## config.mk

```make
export PLATFORM = sky130hd
export DESIGN_NAME = hqm_aw_pipe_rate_limit_shaper_flat
export DESIGN_NICKNAME = d
export VERILOG_FILES = /design/src/rtl/hqm_aw_pipe_rate_limit_shaper_pkg.sv /design/src/rtl/hqm_aw_pipe_rate_limit_shaper_if.sv /design/src/rtl/hqm_aw_pipe_rate_limit_shaper_tokens.sv /design/src/rtl/hqm_aw_pipe_rate_limit_shaper.sv /design/src/flat_wrapper.sv
export SDC_FILE = /design/constraint.sdc
export NUM_CORES = 1
export LEC_CHECK = 0
export BUFFER_PORTS_ARGS = -buffer_cell sky130_fd_sc_hd__buf_2
export CELL_PAD_IN_SITES_DETAIL_PLACEMENT = 1
export CELL_PAD_IN_SITES_GLOBAL_PLACEMENT = 2
export CORE_ASPECT_RATIO = 0.8
export CORE_MARGIN = 4
export CORE_UTILIZATION = 32
export DETAILED_ROUTE_END_ITERATION = 10
export GPL_ROUTABILITY_DRIVEN = 0
export PLACE_DENSITY = 0.89
export SETUP_SLACK_MARGIN = 0.15
export SLEW_MARGIN = 15
export SYNTH_ARGS = -nofsm -noshare
export SYNTH_HDL_FRONTEND = slang
export SYNTH_HIERARCHICAL = 1
export SYNTH_SLANG_ARGS = --single-unit
```

## constraint.sdc

```tcl
create_clock -name clk -period 4.3 [get_ports clk]
set_clock_uncertainty 0.05 [all_clocks]
set_input_delay 0.43 -clock clk [delete_from_list [all_inputs] [get_ports clk]]
set_output_delay 0.43 -clock clk [all_outputs]
set_load 0.03 [all_outputs]
```

## src/rtl/hqm_aw_pipe_rate_limit_shaper_pkg.sv

```systemverilog
// Shared defaults and helpers for the pipeline rate-limit shaper.
// Imported by the interface, the token bucket and the top level.
package hqm_aw_pipe_rate_limit_shaper_pkg;

    localparam int DEF_WIDTH = 1;
    localparam int DEF_DEPTH = 1;
    localparam int DEF_GAPW  = 4;
    localparam int DEF_TOKW  = 4;
    localparam int DEF_PERW  = 8;
    localparam int DEF_STLW  = 16;

    // Increment a counter of width w (w <= 32), holding at all-ones instead of wrapping.
    function automatic logic [31:0] sat_inc(input logic [31:0] val, input int unsigned w);
        logic [31:0] max_val;
        max_val = (w >= 32) ? 32'hFFFF_FFFF : ((32'd1 << w) - 32'd1);
        return (val >= max_val) ? max_val : (val + 32'd1);
    endfunction

endpackage

```

## src/rtl/hqm_aw_pipe_rate_limit_shaper_if.sv

```systemverilog
// Valid-vector bus between the issuing arbiter and pipe stage 0.
// The master drives candidates and stage valids; the shaper returns gated valids.
interface hqm_aw_pipe_rate_limit_shaper_if
    import hqm_aw_pipe_rate_limit_shaper_pkg::*;
#(
    parameter int WIDTH = DEF_WIDTH,
    parameter int DEPTH = DEF_DEPTH
);
    logic [WIDTH-1:0] v_in;
    logic [DEPTH-1:0] pipe_v;
    logic [WIDTH-1:0] v_out;
    logic             allow;

    modport master (output v_in, output pipe_v, input v_out, input allow);
    modport slave  (input v_in, input pipe_v, output v_out, output allow);

endinterface

```

## src/rtl/hqm_aw_pipe_rate_limit_shaper_tokens.sv

```systemverilog
// Token-bucket issue budget: a refill period counter plus a clamped token counter.
// Disabled (tokens held at 0, always open) when cfg_tok_max is 0.
module hqm_aw_pipe_rate_limit_shaper_tokens
    import hqm_aw_pipe_rate_limit_shaper_pkg::*;
#(
    parameter int TOKW = DEF_TOKW,
    parameter int PERW = DEF_PERW
) (
    input  logic            clk,
    input  logic            rst_n,
    input  logic [TOKW-1:0] cfg_tok_max,
    input  logic [PERW-1:0] cfg_tok_period,
    input  logic            issue,
    output logic [TOKW-1:0] tokens,
    output logic            allow_tok
);

    logic [PERW-1:0] per_cnt;
    logic            enabled;
    logic            refill;
    logic            consume;
    logic [TOKW:0]   tok_sum;
    logic [TOKW-1:0] tok_next;

    assign enabled   = |cfg_tok_max;
    assign refill    = (per_cnt == cfg_tok_period);
    assign consume   = issue & enabled;
    assign allow_tok = ~enabled | (|tokens);

    // One extra bit of headroom so a refill at capacity clamps instead of wrapping.
    always_comb begin
        tok_sum  = {1'b0, tokens} + {{TOKW{1'b0}}, refill} - {{TOKW{1'b0}}, consume};
        tok_next = (tok_sum > {1'b0, cfg_tok_max}) ? cfg_tok_max : tok_sum[TOKW-1:0];
    end

    // Wrap on >= so a shortened period never strands the counter above the new limit.
    always_ff @(posedge clk) begin
        if (!rst_n) begin
            per_cnt <= '0;
            tokens  <= '0;
        end else begin
            per_cnt <= (per_cnt >= cfg_tok_period) ? '0 : per_cnt + PERW'(1);
            tokens  <= tok_next;
        end
    end

endmodule

```

## src/rtl/hqm_aw_pipe_rate_limit_shaper.sv

```systemverilog
// Head-of-pipe issue shaper: gates candidate valids with occupancy mask, minimum
// issue gap and token-bucket throttles, and counts stalled cycles.
module hqm_aw_pipe_rate_limit_shaper
    import hqm_aw_pipe_rate_limit_shaper_pkg::*;
#(
    parameter int WIDTH = DEF_WIDTH,
    parameter int DEPTH = DEF_DEPTH,
    parameter int GAPW  = DEF_GAPW,
    parameter int TOKW  = DEF_TOKW,
    parameter int PERW  = DEF_PERW,
    parameter int STLW  = DEF_STLW
) (
    input  logic                             clk,
    input  logic                             rst_n,
    input  logic [DEPTH-1:0]                 cfg_mask,
    input  logic [GAPW-1:0]                  cfg_gap,
    input  logic [TOKW-1:0]                  cfg_tok_max,
    input  logic [PERW-1:0]                  cfg_tok_period,
    hqm_aw_pipe_rate_limit_shaper_if.slave   bus,
    output logic [TOKW-1:0]                  tokens,
    output logic [STLW-1:0]                  stall_cnt,
    input  logic                             stall_clr
);

    logic [GAPW-1:0] gap_cnt;
    logic            allow_mask;
    logic            allow_gap;
    logic            allow_tok;
    logic            allow_all;
    logic            issue;
    logic            any_v;

    assign allow_mask = ~|(cfg_mask & bus.pipe_v);
    assign allow_gap  = (gap_cnt == '0);
    assign allow_all  = allow_mask & allow_gap & allow_tok;
    assign any_v      = |bus.v_in;
    assign issue      = allow_all & any_v;

    assign bus.allow  = allow_all;
    assign bus.v_out  = bus.v_in & {WIDTH{allow_all}};

    hqm_aw_pipe_rate_limit_shaper_tokens #(
        .TOKW (TOKW),
        .PERW (PERW)
    ) u_tokens (
        .clk            (clk),
        .rst_n          (rst_n),
        .cfg_tok_max    (cfg_tok_max),
        .cfg_tok_period (cfg_tok_period),
        .issue          (issue),
        .tokens         (tokens),
        .allow_tok      (allow_tok)
    );

    always_ff @(posedge clk) begin
        if (!rst_n) begin
            gap_cnt <= '0;
        end else if (issue) begin
            gap_cnt <= cfg_gap;
        end else if (gap_cnt != '0) begin
            gap_cnt <= gap_cnt - GAPW'(1);
        end
    end

    // Clear wins over a simultaneous blocked cycle.
    always_ff @(posedge clk) begin
        if (!rst_n) begin
            stall_cnt <= '0;
        end else if (stall_clr) begin
            stall_cnt <= '0;
        end else if (any_v && !allow_all) begin
            stall_cnt <= STLW'(sat_inc(32'(stall_cnt), STLW));
        end
    end

endmodule

```

## src/flat_wrapper.sv

```systemverilog
// flat-port wrapper written by rule: the top's interface ports become plain ports
module hqm_aw_pipe_rate_limit_shaper_flat import hqm_aw_pipe_rate_limit_shaper_pkg::*;
#(
    parameter int WIDTH = DEF_WIDTH,
    parameter int DEPTH = DEF_DEPTH,
    parameter int GAPW  = DEF_GAPW,
    parameter int TOKW  = DEF_TOKW,
    parameter int PERW  = DEF_PERW,
    parameter int STLW  = DEF_STLW
)
  (clk, rst_n, cfg_mask, cfg_gap, cfg_tok_max, cfg_tok_period, tokens, stall_cnt, stall_clr, bus_v_in, bus_pipe_v, bus_v_out, bus_allow);
  hqm_aw_pipe_rate_limit_shaper_if #(.WIDTH(WIDTH), .DEPTH(DEPTH)) bus_i ();
  input  logic clk;
  input  logic rst_n;
  input  logic [DEPTH-1:0] cfg_mask;
  input  logic [GAPW-1:0] cfg_gap;
  input  logic [TOKW-1:0] cfg_tok_max;
  input  logic [PERW-1:0] cfg_tok_period;
  output logic [TOKW-1:0] tokens;
  output logic [STLW-1:0] stall_cnt;
  input  logic stall_clr;
  input wire logic [$bits(bus_i.v_in)-1:0] bus_v_in;
  input wire logic [$bits(bus_i.pipe_v)-1:0] bus_pipe_v;
  output wire logic [$bits(bus_i.v_out)-1:0] bus_v_out;
  output wire logic [$bits(bus_i.allow)-1:0] bus_allow;
  assign bus_i.v_in = bus_v_in;
  assign bus_i.pipe_v = bus_pipe_v;
  assign bus_v_out = bus_i.v_out;
  assign bus_allow = bus_i.allow;
  hqm_aw_pipe_rate_limit_shaper #(.WIDTH(WIDTH), .DEPTH(DEPTH), .GAPW(GAPW), .TOKW(TOKW), .PERW(PERW), .STLW(STLW)) u_core (.clk(clk), .rst_n(rst_n), .cfg_mask(cfg_mask), .cfg_gap(cfg_gap), .cfg_tok_max(cfg_tok_max), .cfg_tok_period(cfg_tok_period), .bus(bus_i), .tokens(tokens), .stall_cnt(stall_cnt), .stall_clr(stall_clr));
endmodule
```

==> impl_results.md <==
- Mean Syn Cell Area: 8.64 µm²
- Setup violators final: 0
- CTS sink cnt: 32
- Final period utilization: 90.6%
- Proportion of layout cells with a drive suffix above 1: 25.4%
- Max Freq: 257 MHz
- First-pass GRT wire length: 9.83 mm
- CP cell instances: buf_2 > or4_4 > nand3_1 > a21boi_4 > nand3_2 > inv_2 > and2_1 > ha_1 > inv_1 > ha_1 > inv_1 > fa_2 > xnor2_2 > ha_1 > and3_4 > a221oi_4 > a21oi_1 > nor2_2 > mux2i_1
- Area after DPL: 2440 µm²
- Clock Pin Slew Worst Setup and Hold Paths: 0.07 ns
- Root buffer cell: clkbuf_8
- Most frequent cell after synthesis: dfxtp_1
- Initial Utilization: 33.2%
- Max-slew headroom: 51.7%
- FF+latch count, synth: 32
- Fin crit period: 3.89 ns
- Drt initial violations: 52
- Crit Path Category: primary input to register
- Clk buf depth: 2
- Vias: 1,961
- Yosys top cell area share: 30.1%
- Number of distinct library cells after synthesis: 53
- Synthesis warning total: 6
- Mapped Cells: 246
- GRT Resource Usage Total: 15.3%
- P&R area growth vs syn: 23.4%
- Ant diodes: 0
- TritonCTS Buffers: 5
- MaxCap Viol Count: 0
- Final Max Tran Viols: 0
- CP arrival: 4.07 ns
- Die area: 8020 µm²
- Area leader, netlist: dfxtp_1
- Sequential area share after synthesis: 30.1%
- Worst stage delay on the critical path: 0.54 ns
- CP most frequent cell: ha_1
- Post-Route Utilization: 40.9%
- # DRC: 0
- Final antenna-violating net count: 0
- Vias in the first global route: 1,990
- Boundary Pins: 44
- Leakage: 1.18 nW
- Total Nets Final: 339
- Synth area leaders: dfxtp_1, ha_1, inv_1
- Number of synthesized flops with an enable pin: 0
- Die Y-Extent: 80.9 µm
- Dominant synthesized flop cell: dfxtp_1
- RSZ-0062 raised after global routing: no
- Status: finished, final reports clean
- Initial antenna violation count: 0
- Slew @ Worst Pin: 0.725 ns
- Element type at the critical path start: primary input
- Vias per inst: 5.17
- CP Capture Type: register
- # rows: 26
- Post-DP HPWL: 4.42 mm
- Synth top cells by count: dfxtp_1, inv_1, ha_1
- Final Hold Fails: 0
- Gr ovfl total: 0
- Final Power: 1.54 mW
- Final instance area: 2620 µm²
- Port Buffers: 43
- Worst Hold Class: primary input to register
- Clock Latency Late Sink: 0.29 ns
- Slowest-stage cell, CP: or4_4
- Max VDD drop: 204 µV
- Die width: 99.1 µm
- Synthesized area: 2130 µm²
- Asr flop ratio synth: 0%
- Pwr Density: 585 nW/µm²
- CP required: 4.47 ns
- Largest net degree at the start of global routing: 17
- Drt first pass iters: 4
- Core ar.: 6410 µm²
- Mapped Nets: 291
- Routed len/inst: 15.4 µm
- Max H-tree Level: 2
- TritonCTS clock tree: yes
- WL final: 5.84 mm
- Hold_buf cts: 0
- Crit Path Max Fanout: 3
cell usage in the layout, fill, tap and decap left out, drive strengths merged, types with 4 or more instances in the layout:
cell type and n:
buf 46, dfxtp 32, inv 27, ha 22, nand3 17, nor2 16, a21oi 15, xor2 11
nand2 10, and3 9, a31oi 8, clkbuf 7, xnor2 7, o21ai 6, nand4 5, a21o 5
nor3 4, a21boi 4
kinds of logic after synthesis:
logic type	Yosys count	synth area share, %
multiplexers	3	1.41
adder cells (fa/ha/maj)	23	13.9
AND/OR/NAND/NOR	85	22.3
XOR/XNOR	18	7.42
buffers and inverters	32	5.95
flip-flops	32	30.1
AO/OA/AOI/OAI	53	18.9
report_power, final:
group	total [mW]	internal [mW]	leakage [nW]	switching [mW]
Sequential	0.372	0.333	0.260	0.0393
Combinational	0.841	0.373	0.853	0.468
Clock	0.323	0.205	0.0645	0.118
Total	1.54	0.910	1.18	0.625
per-stage QoR:
| step | hold slack [ns] | std cells | setup slack, ns | setup TNS [ns] |
|---|---|---|---|---|
| 4_1_cts | 0.346 | 378 | 0.169 | 0 |
| 5_1_grt | 0.354 | 379 | 0.189 | 0 |
| 6_report | 0.362 | 379 | 0.406 | 0 |
| 2_1_floorplan | 0.398 | 246 | 0.205 | 0 |
| 3_5_place_dp | 0.463 | 370 | -0.121 | -0.323 |
| 3_3_place_gp | 0.448 | 370 | 0.0339 | 0 |
timing repair:
item	in CTS	in global routing
endpoints found under the setup margin	0	4
resized for setup	0	9
buffers inserted	0	1
layout make-up:
cell class	instances	area [µm²]
fill	790	3790
multi-input combinational	182	1410
sequential	32	641
timing repair buffer	46	238
tap	84	105
inverter	27	101
clock buffer	7	96.3
clock inverter	1	30.0
worst max-delay path: cells and delay by family:
family,cells,cell delay [ns]
adders and majority gates,4,1.07
AOI/OAI and AO/OA,3,0.58
and+or+nand+nor,6,1.29
xor gates and xnor gates,1,0.17
buffers and inverters,4,0.31
muxes,1,0.21
state kept, by name (all words and copies together), names as in the netlist:
register	count
u_core/stall_cnt	16
u_core/u_tokens/per_cnt	8
u_core/gap_cnt	4
u_core/u_tokens/tokens	4
routing by layer:
layer	vias to the layer above	wire, µm	GRT usage (%)
li1	977	-	-
met1	938	2830	20.7
met4	0	88	5.05
met2	36	2690	24.4
met3	10	244	3.43
met5	-	0	0
worst paths after layout:
kind	slack, ns	start	end	cells past startpoint
setup / recovery	0.41	cfg_tok_max[2]	u_core/u_tokens/tokens[0]	19
hold / removal	0.36	cfg_tok_max[3]	u_core/u_tokens/tokens[3]	3
setup reg to reg	0.55	u_core/u_tokens/tokens[3]	u_core/u_tokens/tokens[0]	19
hold reg to reg	0.47	u_core/u_tokens/per_cnt[0]	u_core/u_tokens/per_cnt[0]	1
Note: power is estimated with default switching activity, not from simulation.
